===== config.mk =====
export PLATFORM = sky130hd
export DESIGN_NAME = uart_rx_cmd_flat
export DESIGN_NICKNAME = d
export VERILOG_FILES = /design/src/rtl/uart_rx_cmd_if.sv /design/src/rtl/uart_rx_cmd.sv /design/src/flat_wrapper.sv
export SDC_FILE = /design/constraint.sdc
export NUM_CORES = 1
export LEC_CHECK = 0
export BUFFER_PORTS_ARGS = -buffer_cell sky130_fd_sc_hd__buf_4
export CORE_ASPECT_RATIO = 1.25
export CORE_UTILIZATION = 35
export DETAILED_ROUTE_END_ITERATION = 8
export HOLD_SLACK_MARGIN = 0.12
export PLACE_DENSITY = 0.59
export SETUP_SLACK_MARGIN = 0.15
export SYNTH_ARGS = -nofsm -noshare
export SYNTH_HDL_FRONTEND = slang
export SYNTH_SLANG_ARGS = --single-unit

===== constraint.sdc =====
create_clock -name clk -period 3.2 [get_ports clk]
set_input_delay 0.48 -clock clk [delete_from_list [all_inputs] [get_ports clk]]
set_output_delay 0.48 -clock clk [all_outputs]
set_load 0.005 [all_outputs]

===== src/rtl/uart_rx_cmd_if.sv =====
// Signal bundle between the RX pin / consumer side and the uart_rx_cmd receiver.
// The master drives the serial line and the ack; the slave (receiver) returns byte and status.
interface uart_rx_cmd_if #(
   parameter int DATA_BITS = 8
);
   logic                 RX;
   logic                 clr_rdy;
   logic [DATA_BITS-1:0] rx_data;
   logic                 rdy;
   logic                 frm_err;
   logic                 busy;

   modport master (
      output RX,
      output clr_rdy,
      input  rx_data,
      input  rdy,
      input  frm_err,
      input  busy
   );

   modport slave (
      input  RX,
      input  clr_rdy,
      output rx_data,
      output rdy,
      output frm_err,
      output busy
   );
endinterface


===== src/rtl/uart_rx_cmd.sv =====
// 8N1 UART receiver for BLE command bytes: mid-bit sampling, start-glitch reject, framing error.
// Optional `define RX_MAJ_VOTE_EN: 2-of-3 majority sample around each strobe (+1 clk latency).
module uart_rx_cmd #(
   parameter int CLKS_PER_BIT = 2604,
   parameter int DATA_BITS    = 8
) (
   input logic          clk,
   input logic          rst,
   uart_rx_cmd_if.slave bus
);
   localparam int CW = $clog2(CLKS_PER_BIT + 1);
   localparam int BW = $clog2(DATA_BITS + 1);
   localparam logic [CW-1:0] HALF_CNT = CW'(CLKS_PER_BIT / 2);
   localparam logic [CW-1:0] FULL_CNT = CW'(CLKS_PER_BIT);
   localparam logic [BW-1:0] LAST_BIT = BW'(DATA_BITS - 1);

   typedef enum logic [1:0] {IDLE, START, DATA, STOP} state_t;

   state_t                 r_state;
   logic                   r_rx_meta;
   logic                   r_rx_s;
   logic                   r_rx_d;
   logic [CW-1:0]          r_baud;
   logic [BW-1:0]          r_bit_cnt;
   logic [DATA_BITS-1:0]   r_shift;
   logic [DATA_BITS-1:0]   r_rx_data;
   logic                   r_rdy;
   logic                   r_frm_err;

   logic w_fall;
   logic w_strobe;
   logic w_act;
   logic w_sample;

   // Sync flops preset high so the line looks idle straight out of reset.
   always_ff @(posedge clk or posedge rst) begin
      if (rst) begin
         r_rx_meta <= 1'b1;
         r_rx_s    <= 1'b1;
         r_rx_d    <= 1'b1;
      end else begin
         r_rx_meta <= bus.RX;
         r_rx_s    <= r_rx_meta;
         r_rx_d    <= r_rx_s;
      end
   end

   assign w_fall   = r_rx_d & ~r_rx_s;
   assign w_strobe = (r_state != IDLE) && (r_baud == CW'(1));

   always_ff @(posedge clk or posedge rst) begin
      if (rst) begin
         r_baud <= '0;
      end else if ((r_state == IDLE) && w_fall) begin
         r_baud <= HALF_CNT;
      end else if (w_strobe) begin
         r_baud <= FULL_CNT;
      end else if (r_baud != '0) begin
         r_baud <= r_baud - CW'(1);
      end
   end

`ifdef RX_MAJ_VOTE_EN
   logic r_rx_d2;
   logic r_strobe_d;

   // Decision is taken one cycle after the strobe so the strobe+1 sample is available.
   always_ff @(posedge clk or posedge rst) begin
      if (rst) begin
         r_rx_d2    <= 1'b1;
         r_strobe_d <= 1'b0;
      end else begin
         r_rx_d2    <= r_rx_d;
         r_strobe_d <= w_strobe;
      end
   end

   assign w_act    = r_strobe_d;
   assign w_sample = (r_rx_d2 & r_rx_d) | (r_rx_d2 & r_rx_s) | (r_rx_d & r_rx_s);
`else
   assign w_act    = w_strobe;
   assign w_sample = r_rx_s;
`endif

   always_ff @(posedge clk or posedge rst) begin
      if (rst) begin
         r_state   <= IDLE;
         r_bit_cnt <= '0;
         r_shift   <= '0;
         r_rx_data <= '0;
         r_rdy     <= 1'b0;
         r_frm_err <= 1'b0;
      end else begin
         r_frm_err <= 1'b0;
         if (bus.clr_rdy) begin
            r_rdy <= 1'b0;
         end
         case (r_state)
            IDLE: begin
               if (w_fall) begin
                  r_rdy   <= 1'b0;
                  r_state <= START;
               end
            end
            START: begin
               if (w_act) begin
                  if (w_sample) begin
                     r_state <= IDLE;
                  end else begin
                     r_bit_cnt <= '0;
                     r_state   <= DATA;
                  end
               end
            end
            DATA: begin
               if (w_act) begin
                  r_shift <= {w_sample, r_shift[DATA_BITS-1:1]};
                  if (r_bit_cnt == LAST_BIT) begin
                     r_state <= STOP;
                  end else begin
                     r_bit_cnt <= r_bit_cnt + BW'(1);
                  end
               end
            end
            STOP: begin
               // Set of rdy sits after the clr_rdy clear so a same-cycle ack loses.
               if (w_act) begin
                  if (w_sample) begin
                     r_rx_data <= r_shift;
                     r_rdy     <= 1'b1;
                  end else begin
                     r_frm_err <= 1'b1;
                  end
                  r_state <= IDLE;
               end
            end
            default: r_state <= IDLE;
         endcase
      end
   end

   assign bus.rx_data = r_rx_data;
   assign bus.rdy     = r_rdy;
   assign bus.frm_err = r_frm_err;
   assign bus.busy    = (r_state != IDLE);
endmodule


===== src/flat_wrapper.sv =====
// flat-port wrapper written by rule: the top's interface ports become plain ports
module uart_rx_cmd_flat 
#(
   parameter int CLKS_PER_BIT = 2604,
   parameter int DATA_BITS    = 8
)
  (clk, rst, bus_RX, bus_clr_rdy, bus_rx_data, bus_rdy, bus_frm_err, bus_busy);
  uart_rx_cmd_if #(.DATA_BITS(DATA_BITS)) bus_i ();
  input logic clk;
  input logic rst;
  input wire logic [$bits(bus_i.RX)-1:0] bus_RX;
  input wire logic [$bits(bus_i.clr_rdy)-1:0] bus_clr_rdy;
  output wire logic [$bits(bus_i.rx_data)-1:0] bus_rx_data;
  output wire logic [$bits(bus_i.rdy)-1:0] bus_rdy;
  output wire logic [$bits(bus_i.frm_err)-1:0] bus_frm_err;
  output wire logic [$bits(bus_i.busy)-1:0] bus_busy;
  assign bus_i.RX = bus_RX;
  assign bus_i.clr_rdy = bus_clr_rdy;
  assign bus_rx_data = bus_i.rx_data;
  assign bus_rdy = bus_i.rdy;
  assign bus_frm_err = bus_i.frm_err;
  assign bus_busy = bus_i.busy;
  uart_rx_cmd #(.CLKS_PER_BIT(CLKS_PER_BIT), .DATA_BITS(DATA_BITS)) u_core (.clk(clk), .rst(rst), .bus(bus_i));
endmodule

# Word level (Yosys, flattened, before mapping)
# Cells that the tools add are included.
# op_classes
n_addsub	2
n_eq_ne	12
muxes	23
bitwise	2
n_reduce_logical	11
# op_table
cell	n
12-bit 2-to-1 mux	3
4-bit 2-to-1 mux	4
12-bit by 1-bit == test with 1-bit output, second input constant	1
2-bit 2-to-1 mux	6
12-bit nonzero test	1
12-bit by 1-bit subtractor with 12-bit output, second input constant	1
2-bit by 1-bit inequality test with 1-bit output, second input constant	5
5-bit AND reduction	2
2-bit one-hot mux with 4 select lines	1
4-bit one-hot mux with 2 select lines	1
1-bit 2-to-1 mux	7
4-bit by 1-bit adder with 4-bit output, second input constant	1
2-bit == test, second input constant	2
4-bit by 3-bit == test with 1-bit output, second input constant	1
2-bit inequality test, second input constant	2
2-bit nonzero test	2
3-bit AND reduction	1
3-bit nonzero test	1
2-bit by 1-bit == test with 1-bit output, second input constant	1
1-bit logical AND	2
2-bit logical NOT	1
1-bit one-hot mux with 2 select lines	1
2-bit AND reduction	1
1-bit AND	1
1-bit NOT	1
# word_totals
reg_bits	39
inputBits	4

# Logic depth before layout (Yosys ltp)
# logic_depth
word_depth	4
ltp_mapped	7

# Worst setup path after synthesis
# No wires, ideal clock.
# synth_path
path_kind	reg2reg
start	register u_core.r_baud[8]
end	register u_core.r_baud[9]
setup_ns	0.138
arrival_time_ns	1.984
t_required_ns	3.062
path_slack_ns	1.078
path_stages_with_launch	7
n_path_buf	2
synth_period_minus_slack_ns	2.122
cell_sequence	dfrtp_1 -> or4_1 -> buf_2 -> or4_4 -> buf_6 -> a311oi_1 -> a311oi_1
# synth_via
elab_chain_len	4
word_cells_on_any_way	8
classes_between	add/sub: 1; eq/ne: 1; mux: 3; reduce/logical: 3
# synth_rtl
item	line_no	rtl
from (decl)	uart_rx_cmd.sv:23	logic [CW-1:0] r_baud;
from (signal assigned)	uart_rx_cmd.sv:59	r_baud <= r_baud - CW'(1);
12-bit by 1-bit subtractor with 12-bit output / 12-bit by 1-bit == test with 1-bit output (equally long branches)	uart_rx_cmd.sv:59, uart_rx_cmd.sv:49	
12-bit 2-to-1 mux / 1-bit logical AND (equally long branches)	uart_rx_cmd.sv:58, uart_rx_cmd.sv:49	
12-bit 2-to-1 mux	uart_rx_cmd.sv:56	end else if (w_strobe) begin
12-bit 2-to-1 mux	uart_rx_cmd.sv:54	end else if ((r_state == IDLE) && w_fall) begin
# Several ways; a longest one is shown, not always the timed one. The select of a mux whose other input is x is not followed.
# A chain may end at the register's enable or synchronous reset.

# Worst setup path in the final report
# layout_path
start	register u_core.r_state[0]
end	register u_core.r_rx_data[0] (netlist: u_core.bus.rx_data[0])
# layout_via
elab_chain_len	3
word_cells_on_any_way	4
classes_between	eq/ne: 1; reduce/logical: 3
# layout_rtl
item	line_no	rtl
from (decl)	uart_rx_cmd.sv:19	state_t r_state;
from (signal assigned)	uart_rx_cmd.sv:87	r_state <= IDLE;
from (signal assigned)	uart_rx_cmd.sv:102	r_state <= START;
from (signal assigned)	uart_rx_cmd.sv:108	r_state <= IDLE;
2-bit nonzero test	uart_rx_cmd.sv:49	assign w_strobe = (r_state != IDLE) && (r_baud == CW'(1));
1-bit logical AND	uart_rx_cmd.sv:49	
3-bit AND reduction (no source line) *	n/a	
to (signal assigned)	uart_rx_cmd.sv:129	r_rx_data <= r_shift;
to (decl)	uart_rx_cmd.sv:26	logic [DATA_BITS-1:0] r_rx_data;
# Mark *: on every way between the ends. The rest lies on a longest branch, timed or not.

==> qor.yml <==
combPwrFrac_pct: 31.4
drt-pass1-iter-count: 4
clockPowerShare_pct: 29.1
io_buffer_count: 14
row_count: 29
cellLeakagePower_nw: 1.05
tightest_slew_ns: 0.820
period_share_pct: 77.9
synth_area_leaders: "dfrtp_1 47%, mux2_2 9.3%, ha_1 5.2%, dfstp_2 4.1%, or4_1 1.9%"
yosysTopAreaCellShare_pct: 46.6
cts-htree-levels: 2
irDropWorstVdd_v: 0.000318
clock-sinks: 39
syn_area_per_cell_um2: 11.6
drt-total-wl_um: 3720
cts_made_buffers: 5
synthToLayoutAreaGrowth_pct: 15.2
grt_usage_pct: 14.8
root_buffer: "clkbuf_8"
ant_nets: 0
synth_nets: 179
crit_fanout: 12
async_reset_ff_share_pct: 100
cp_data_arrival_time_ns: 2.67
grt_pass1_vias: 1436
seq_area_frac_synth_pct: 50.6
synth_edf_count: 0
cts_buffer_depth: 2
fmax_ghz: 0.401
num_antenna_cells: 0
path_class: "flip-flop to flip-flop"
fp.dieW_um: 68.5
slew_headroom_pct: 45.2
grt_pass1_wl_um: 6530
finalWorstSetupSlack_ns: 0.706
hold_ws_ns: 0.288
ys.flop_type: "dfrtp_1"
start_util_pct: 37.3
drive_above_1_share_pct: 26.5
vias_per_cell: 5.57
pre_cts_ws_ns: 0.733
rr_startpoint: "u_core.r_state[0]"
die_area_mm2: 0.00583
slowest_delay_ns: 0.53
yosys.cell_count.top_type: "dfrtp_1"
cp_slowest_cell: "or3b_2"
ys_types: 48
synthCells: 167
outcome: "completed"
end_kind: "flip-flop"
pwr-share-seq_pct: 39.5
cts_setup_buffers: 0
antenna_found_initial: 0
layout.nets: 196
synth_top_area_cell: "dfrtp_1"
cp-start-kind: "flip-flop"
min_from: "bus_RX"
path_cells: "inv_1 > ha_1 > or3b_2 > nor4_4 > buf_4 > nand3_1 > mux2_2"
power.share.switching_pct: 33.9
wl_per_cell_um: 15.1
gp_congestion: 0.846
intPower_mw: 1.10
setup_tns_ns: 0
cts_tree: "done"
die_h_um: 85.1
hpwl_um: 2810
finalSetupViolCount: 0
drt_iter0_drc: 77
power_density_mw_per_mm2: 745
post-route-drc-count: 0
fill_cells: 493
netSwitchingPower_mw: 0.563
cts.repair.resized: 0
skew_ns: 0.00644
critPathLaunch: "u_core.r_state[0]"
hold_class: "primary input to flip-flop"
io_pins: 15
drv_slew: 0
synth-seq-cells: 39
path_clk_slew_ns: 0.08
gr-total-overflow: 0
crit_required_ns: 3.38
hold_viol: 0
grt_max_degree: 23
cap_violations: 0
yosys_warnings: 0
via_count: 1376
rsz0062_at_grt: "no"
fin_crit_ns: 2.49
coreArea_mm2: 0.00519
netlist_area_mm2: 0.00193
ctsHoldBuffers: 0
r2r_setup_slack_ns: 0.71
insertion_delay_ns: 0.29
synth_common_cells: "36 x dfrtp_1, 16 x mux2_2, 9 x inv_1"
-- placed cells by master, fill, tap and decap left out, drive strengths merged, types with 3 or more instances in the layout --
cell type,count
a211oi,3
a21oi,5
a311oi,3
buf,16
clkbuf,6
dfrtp,36
dfstp,3
ha,8
inv,9
mux2,16
mux2i,3
nand2,7
nand2b,4
nand3,4
nor2,7
nor3,5
nor4,5
o211ai,4
o21ai,6
or4,6
xnor2,4
-- per-layer routing --
| metal | part of all wire, % | GRT usage (%) | up-vias |
|---|---|---|---|
| li1 | - | - | 647 |
| met1 | 44 | 18.7 | 690 |
| met2 | 50 | 23.6 | 30 |
| met3 | 4.2 | 3.90 | 9 |
| met4 | 1.7 | 5.49 | 0 |
| met5 | 0 | 0 | - |
-- metrics by stage --
stage / power (mW) / std cells / instance area (µm²) / util [%]
after detailed placement: 1.19 / 239 / 2100 / 40.4
after CTS: 1.67 / 247 / 2230 / 42.9
after floorplan: 1.06 / 167 / 1930 / -
after global placement: 1.15 / 239 / 2100 / 40.4
final: 1.66 / 247 / 2230 / 42.9
after global routing: 1.77 / 247 / 2230 / 42.9
-- layout make-up --
type / instances / area, µm² / area share (%)
Clock buffer: 6 / 72.6 / 3.26
Clock inverter: 2 / 60.1 / 2.70
Inverter: 9 / 33.8 / 1.52
Multi-Input combinational cell: 113 / 885 / 39.7
Sequential cell: 39 / 980 / 44.0
Tap cell: 62 / 77.6 / 3.48
Timing Repair Buffer: 16 / 120 / 5.39
-- kinds of logic after synthesis --
logic type | Yosys count | share of synthesized area (%)
AND/OR/NAND/NOR | 49 | 16.0
buffers and inverters | 15 | 3.62
flip-flops | 39 | 50.6
adder cells (fa/ha/maj) | 8 | 5.17
multiplexers | 19 | 10.9
AO/OA/AOI/OAI | 31 | 11.0
XOR/XNOR | 6 | 2.72
-- path summary, 6_finish.rpt --
kind | endpoint | cells past startpoint
max | u_core.bus.rx_data[0] | 7
min | u_core.r_rx_meta | 1
max reg2reg | u_core.bus.rx_data[0] | 7
min reg2reg | u_core.r_rx_s | 0
max in group asynchronous | u_core.bus.rx_data[0] | 3
min in group asynchronous | u_core.r_baud[9] | 2
-- power by group through the flow --
stage	clock (mW)	sequential [mW]	combinational, mW
after global routing	0.512	0.669	0.586
after CTS	0.489	0.654	0.524
after global placement	0	0.655	0.491
after floorplan	0	0.640	0.415
final	0.482	0.656	0.521
after detailed placement	0	0.663	0.523
-- critical path: cells and delay by family (launching register included) --
| kind | cells | cell delay [ns] |
|---|---|---|
| buf+inv | 2 | 0.34 |
| flops | 1 | 0.41 |
| mux | 1 | 0.37 |
| simple gates | 3 | 0.99 |
| fa+ha+maj | 1 | 0.28 |
-- registers in the layout (all words and copies together) (netlist names), named ones only --
| signal | cells |
|---|---|
| u_core.r_bit_cnt | 4 |
| u_core.r_rx_s | 1 |
| u_core.bus.rx_data | 8 |
| u_core.r_shift | 8 |
| u_core.bus.frm_err | 1 |
| u_core.bus.rdy | 1 |
| u_core.r_rx_meta | 1 |
| u_core.r_rx_d | 1 |
| u_core.r_state | 1 |
| u_core.r_baud | 12 |
Note: power is estimated with default switching activity, not from simulation.
